--- src/rtl/poly_voice_bank.sv ---
// Polyphonic oscillator bank: allocates note events across NUM_VOICES phase
// accumulators and mixes the active voices sequentially on each sample tick.
module poly_voice_bank #(
  parameter int NUM_VOICES  = 4,
  parameter int AUDIO_WIDTH = 24,
  parameter int RATE_WIDTH  = 24,
  parameter int PHASE_WIDTH = 8
) (
  input  logic                          clk_in,
  input  logic                          rst_n_in,
  input  logic                          evt_valid_in,
  output logic                          evt_ready_out,
  input  logic                          evt_on_in,
  input  logic [6:0]                    evt_note_in,
  input  logic [RATE_WIDTH-1:0]         evt_rate_in,
  input  logic [1:0]                    wave_sel_in,
  input  logic                          sample_tick_in,
  output logic signed [AUDIO_WIDTH-1:0] sample_out,
  output logic                          sample_valid_out,
  output logic [NUM_VOICES-1:0]         active_voices_out,
  output logic                          overrun_out
);

  localparam int SHIFT = $clog2(NUM_VOICES);
  localparam int IDX_W = (NUM_VOICES > 1) ? SHIFT : 1;
  localparam int ACC_W = AUDIO_WIDTH + SHIFT;
  localparam logic signed [AUDIO_WIDTH-1:0] POS_MAX = {1'b0, {(AUDIO_WIDTH-1){1'b1}}};
  localparam logic signed [AUDIO_WIDTH-1:0] NEG_MAX = {1'b1, {(AUDIO_WIDTH-2){1'b0}}, 1'b1};

  typedef enum logic {S_IDLE, S_MIX} state_t;

  logic                   r_active [NUM_VOICES];
  logic [6:0]             r_note   [NUM_VOICES];
  logic [RATE_WIDTH-1:0]  r_rate   [NUM_VOICES];
  logic [RATE_WIDTH-1:0]  r_cnt    [NUM_VOICES];
  logic [PHASE_WIDTH-1:0] r_phase  [NUM_VOICES];
  logic [IDX_W-1:0]       r_steal_ptr;
  logic                   r_ready;

  state_t                  r_state;
  logic [IDX_W-1:0]        r_idx;
  logic signed [ACC_W-1:0] r_acc;

  logic                  w_accept;
  logic                  w_match_found;
  logic [IDX_W-1:0]      w_match_idx;
  logic                  w_free_found;
  logic [IDX_W-1:0]      w_free_idx;
  logic [IDX_W-1:0]      w_tgt_idx;
  logic [NUM_VOICES-1:0] w_load;
  logic [NUM_VOICES-1:0] w_off;

  assign w_accept      = evt_valid_in && r_ready;
  assign evt_ready_out = r_ready;

  // Descending scans so the lowest matching / free index wins.
  always_comb begin
    w_match_found = 1'b0;
    w_match_idx   = '0;
    w_free_found  = 1'b0;
    w_free_idx    = '0;
    for (int i = NUM_VOICES - 1; i >= 0; i--) begin
      if (r_active[i] && (r_note[i] == evt_note_in)) begin
        w_match_found = 1'b1;
        w_match_idx   = IDX_W'(i);
      end
      if (!r_active[i]) begin
        w_free_found = 1'b1;
        w_free_idx   = IDX_W'(i);
      end
    end
  end

  assign w_tgt_idx = w_match_found ? w_match_idx :
                     w_free_found  ? w_free_idx  : r_steal_ptr;

  genvar gi;
  generate
    for (gi = 0; gi < NUM_VOICES; gi++) begin : g_voice
      assign w_load[gi] = w_accept && evt_on_in && (w_tgt_idx == IDX_W'(gi));
      assign w_off[gi]  = w_accept && !evt_on_in && w_match_found &&
                          (w_match_idx == IDX_W'(gi));
      assign active_voices_out[gi] = r_active[gi];

      // An accepted event takes precedence over a same-cycle counter wrap.
      always_ff @(posedge clk_in or negedge rst_n_in) begin
        if (!rst_n_in) begin
          r_active[gi] <= 1'b0;
          r_note[gi]   <= '0;
          r_rate[gi]   <= '0;
          r_cnt[gi]    <= '0;
          r_phase[gi]  <= '0;
        end else if (w_load[gi]) begin
          r_active[gi] <= 1'b1;
          r_note[gi]   <= evt_note_in;
          r_rate[gi]   <= evt_rate_in;
          r_cnt[gi]    <= '0;
          r_phase[gi]  <= '0;
        end else if (w_off[gi]) begin
          r_active[gi] <= 1'b0;
        end else if (r_active[gi] && (r_rate[gi] != '0)) begin
          if (r_cnt[gi] == r_rate[gi] - RATE_WIDTH'(1)) begin
            r_cnt[gi]   <= '0;
            r_phase[gi] <= r_phase[gi] + PHASE_WIDTH'(1);
          end else begin
            r_cnt[gi] <= r_cnt[gi] + RATE_WIDTH'(1);
          end
        end
      end
    end
  endgenerate

  always_ff @(posedge clk_in or negedge rst_n_in) begin
    if (!rst_n_in) begin
      r_ready     <= 1'b0;
      r_steal_ptr <= '0;
    end else begin
      r_ready <= 1'b1;
      if (w_accept && evt_on_in && !w_match_found && !w_free_found) begin
        r_steal_ptr <= r_steal_ptr + IDX_W'(1);
      end
    end
  end

  logic                          w_cur_active;
  logic [PHASE_WIDTH-1:0]        w_cur_phase;
  logic signed [AUDIO_WIDTH-1:0] w_voice_val;
  logic signed [ACC_W-1:0]       w_voice_ext;
  logic signed [ACC_W-1:0]       w_sum;

  assign w_cur_active = r_active[r_idx];
  assign w_cur_phase  = r_phase[r_idx];

  always_comb begin
    w_voice_val = '0;
    if (w_cur_active) begin
      case (wave_sel_in)
        2'b00:   w_voice_val = w_cur_phase[PHASE_WIDTH-1] ? NEG_MAX : POS_MAX;
        2'b01:   w_voice_val = {~w_cur_phase[PHASE_WIDTH-1], w_cur_phase[PHASE_WIDTH-2:0],
                                {(AUDIO_WIDTH-PHASE_WIDTH){1'b0}}};
        default: w_voice_val = '0;
      endcase
    end
  end

  assign w_voice_ext = ACC_W'(w_voice_val);
  assign w_sum       = r_acc + w_voice_ext;

  // The last voice is folded straight into the output so the result lands
  // NUM_VOICES+1 cycles after the tick.
  always_ff @(posedge clk_in or negedge rst_n_in) begin
    if (!rst_n_in) begin
      r_state          <= S_IDLE;
      r_idx            <= '0;
      r_acc            <= '0;
      sample_out       <= '0;
      sample_valid_out <= 1'b0;
      overrun_out      <= 1'b0;
    end else begin
      sample_valid_out <= 1'b0;
      case (r_state)
        S_IDLE: begin
          if (sample_tick_in) begin
            r_state <= S_MIX;
            r_idx   <= '0;
            r_acc   <= '0;
          end
        end
        S_MIX: begin
          if (sample_tick_in) begin
            overrun_out <= 1'b1;
          end
          if (r_idx == IDX_W'(NUM_VOICES - 1)) begin
            sample_out       <= w_sum[ACC_W-1:SHIFT];
            sample_valid_out <= 1'b1;
            r_state          <= S_IDLE;
          end else begin
            r_acc <= w_sum;
            r_idx <= r_idx + IDX_W'(1);
          end
        end
        default: r_state <= S_IDLE;
      endcase
    end
  end

endmodule

--- config.mk ---
export PLATFORM = sky130hd
export DESIGN_NAME = poly_voice_bank
export DESIGN_NICKNAME = d
export VERILOG_FILES = /design/src/rtl/poly_voice_bank.sv
export SDC_FILE = /design/constraint.sdc
export NUM_CORES = 1
export LEC_CHECK = 0
export ABC_CLOCK_PERIOD_IN_PS = 7000
export BUFFER_PORTS_ARGS = -buffer_cell sky130_fd_sc_hd__buf_2
export CAP_MARGIN = 20
export CELL_PAD_IN_SITES_DETAIL_PLACEMENT = 1
export CELL_PAD_IN_SITES_GLOBAL_PLACEMENT = 1
export CORE_ASPECT_RATIO = 0.9
export CORE_MARGIN = 4
export CORE_UTILIZATION = 40
export CTS_CLUSTER_DIAMETER = 40
export CTS_CLUSTER_SIZE = 14
export DETAILED_ROUTE_END_ITERATION = 10
export PLACE_DENSITY = 0.66
export SYNTH_ARGS = -nofsm -noshare
export SYNTH_HDL_FRONTEND = slang
export SYNTH_SLANG_ARGS = --single-unit
export TNS_END_PERCENT = 20
--- constraint.sdc ---
create_clock -name clk_in -period 7 [get_ports clk_in]
set_input_delay 0 -clock clk_in [delete_from_list [all_inputs] [get_ports clk_in]]
set_output_delay 0 -clock clk_in [all_outputs]
set_load 0.05 [all_outputs]
==> flow_summary_export.csv <==
group,metric,value,unit
die,fp-row-count,75,
sta,hold_viol,5,
cts,clkTransAtPathRegs,0.06,ns
critical_path,start_kind,"flip-flop",
drt,dr.pass1.iters,4,
sta,clock_skew,0.0317,ns
drt,wl_per_cell,20.4,um
sta,tightest_slew,1.13,ns
sta,drv_slew,0,
power_and_ir_drop,power,9.93,mW
cts,h-tree-depth,2,
cts,ctsRootBufferMaster,"clkbuf_16",
sta,tns,0,ns
synthesis,syn_area,19000,um^2
sta,setup_viol,0,
synthesis,ys_ff_latch,314,
die,die_y,215,um
critical_path,cp_slowest_stage_delay,0.72,ns
drt,avgViaCountPerCell,5.69,
cts,cts-resized-gates,0,
sta,fin_crit,4.78,ns
synthesis,synth_ff_type,"dfrtp_1",
sta,rsz0062_at_grt,"no",
critical_path,worstSetupPathType,"flip-flop to flip-flop",
global_route,grt_first_pass_wirelength,95300,um
power_and_ir_drop,p_per_area,444,nW/um^2
synthesis,synth_edf_count,0,
sta,max_freq,209,MHz
synthesis,ys_types,81,
critical_path,critical_path.max_fanout,16,
die,dieArea,51000,um^2
cts,worstSkewPairLatency,0.62,ns
cts,cts_tree,"built",
die,core,46700,um^2
drt,antenna_left,0,
sta,holdWs,-0.0148,ns
global_route,track_usage,22.8,%
synthesis,synthTopCellsByCount,"314 x dfrtp_1, 289 x nand2_1, 130 x nor2_1",
drt,via_count,16182,
die,io_pins,69,
synthesis,post-synth-top-area-cell,"dfrtp_1",
drt,routed-wl-met2,26800,um
drt,drt_iter0_drc,904,
critical_path,cp_data_arrival_time,5.27,ns
run_status,violations,"hold timing",
global_route,grt_max_degree,157,
synthesis,synth_nets,2172,
drt,wl_met1,27700,um
synthesis,async_flop_share,100,%
drt,route.detailed.drc,0,
placement,gp_congestion,0.843,
global_route,grt_pass1_vias,17226,
cts,cts_buffers,58,
sta,post-route-period-util,68.2,%
run,drv_cap,0,
placement,dp.final_hpwl,41300,um
drt,drt-total-wl,58000,um
synthesis,synth.area.top_cells,"dfrtp_1 41%, nand2_1 5.7%, xnor2_1 5.6%, mux2_2 4.9%, xor2_1 4.2%",
sta,max-slew-margin-rel,22.6,%
worst_hold_path,hold_path_class,"input pin to asynchronous set/reset pin",
run_status,status,"finished with violations",
synthesis,netlist_instances,2095,
final_layout,area_delta_synth_final,17.9,%
synthesis,yosys_warnings,0,
synthesis,ys_seq_area_share,41.4,%
synthesis,synth.top_cell.area_share,41.4,%
die,die_w,238,um
power_and_ir_drop,vdd_ir_drop_max,0.183,mV
power_and_ir_drop,power_leakage,9.82,nW
critical_path,crit_slowest_cell,"dfrtp_1",
global_route,antenna_found_initial,2,
critical_path,critPathRequiredTime,7.50,ns
global_route,grt-ovfl-total,0,
final_layout,nNetsFinal,2254,
drt,wl_met3,2310,um
final_layout,drive_gt1_share,14.2,%
synthesis,syn_avg_cell_area,9.06,um^2
die,start_util,40.6,%
cts,clkSinkCount,314,
placement,io_buffers,68,
critical_path,path_cells,"mux4_2, or3_1, inv_1, ha_1, a21o_1, nand3_1, a31oi_1, a21o_1, a31o_2, a31o_2, a211oi_1, xnor2_1, mux2_2",
drt,highest_layer,"met4",
cts,cts_buffer_depth,3,
synthesis,synth_most_common_cell,"dfrtp_1",
critical_path,setup.worst_path.end_class,"flip-flop",
cells by family (layout without fill, tap and decap cells):
kind of cell	count (synthesis)	count (layout)	synth area share [%]
AOI/OAI and AO/OA	355	355	12.1
buffers and inverters	156	288	3.15
muxes	106	106	6.73
other	1	2	0.0198
adders and majority gates	39	39	2.61
and+or+nand+nor	913	913	24.3
xor gates and xnor gates	211	211	9.74
DFF	314	314	41.4
area by class of cell:
type                            count  area (um^2)
Clock inverter                     48          601
Antenna cell                        1         2.50
Fill cell                        5353        24400
Tap cell                          616          771
Multi-Input combinational cell   1625        10600
Inverter                           54          203
Timing Repair Buffer              124          871
Sequential cell                   314         7860
Clock buffer                       62         1510
sequential cells by signal, summed over array words and instances, names as in the netlist:
| register | flops |
|---|---|
| r_state | 1 |
| r_note | 28 |
| r_steal_ptr | 2 |
| overrun_out | 1 |
| evt_ready_out | 1 |
| sample_valid_out | 1 |
| r_acc | 26 |
| active_voices_out | 4 |
| r_idx | 2 |
| r_rate | 96 |
| sample_out | 24 |
| r_cnt | 96 |
| r_phase | 32 |
critical path, delay by kind of cell, from the launching register on:
kind	cells	cell delay (ns)
AO/OA/AOI/OAI	6	1.47
XOR/XNOR	1	0.13
adder cells (fa/ha/maj)	1	0.40
buffers and inverters	1	0.51
flip-flops	1	0.72
multiplexers	2	0.89
AND/OR/NAND/NOR	2	0.55
repair_timing:
item / in CTS / in global routing
hold buffers: 36 / 0
setup endpoints to repair: 0 / 0
setup buffers: 0 / 0
hold endpoints to repair: 220 / 0
where the power goes:
part	switching, mW	internal [mW]
Clock	1.11	1.89
Combinational	2.22	1.53
Sequential	0.781	2.40
Total	4.11	5.82
worst paths after layout:
| check | startpoint | endpoint | slack [ns] | cells after the start |
|---|---|---|---|---|
| setup / recovery | r_idx[0]$_DFFE_PN0P_ | sample_out[22]$_DFFE_PN0P_ | 2.22 | 13 |
| hold reg to reg | overrun_out$_DFFE_PN0P_ | overrun_out$_DFFE_PN0P_ | 0.46 | 1 |
| min in group clk_in | wave_sel_in[1] | r_acc[0]$_DFFE_PN0P_ | 0.12 | 5 |
| max in group asynchronous | rst_n_in | r_note[1]$_DFFE_PN0N_ | 5.54 | 3 |
| hold / removal | rst_n_in | r_cnt[75]$_DFFE_PN0P_ | -0.01 | 2 |
| setup reg to reg | r_idx[0]$_DFFE_PN0P_ | sample_out[22]$_DFFE_PN0P_ | 2.22 | 13 |
per-layer routing:
| layer | vias up | track usage, % |
|---|---|---|
| li1 | 7697 | - |
| met1 | 8156 | 31.9 |
| met2 | 246 | 36.7 |
| met3 | 83 | 3.95 |
| met4 | 0 | 6.15 |
| met5 | - | 0 |
per-stage QoR:
stage	std cells	setup slack (ns)	hold WS [ns]	util, %	area, um^2
global placement	2696	2.35	0.0752	42.6	19900
floorplan	2095	2.56	-0.296	-	19000
finish	2844	2.22	-0.0148	47.9	22400
CTS	2842	2.18	0.00626	47.9	22400
global route	2843	1.90	0.0250	47.9	22400
detailed placement	2696	2.22	0.0777	42.6	19900
layout by cell type (no fill, tap or decap), drive strengths merged, types with 67 or more instances in the layout:
master	instances
buf	87
dfrtp	314
inv	67
mux2	83
nand2	289
nand3	105
nor2	130
o21ai	133
xnor2	121
xor2	90
No activity file was read; power rests on OpenSTA's default activity.
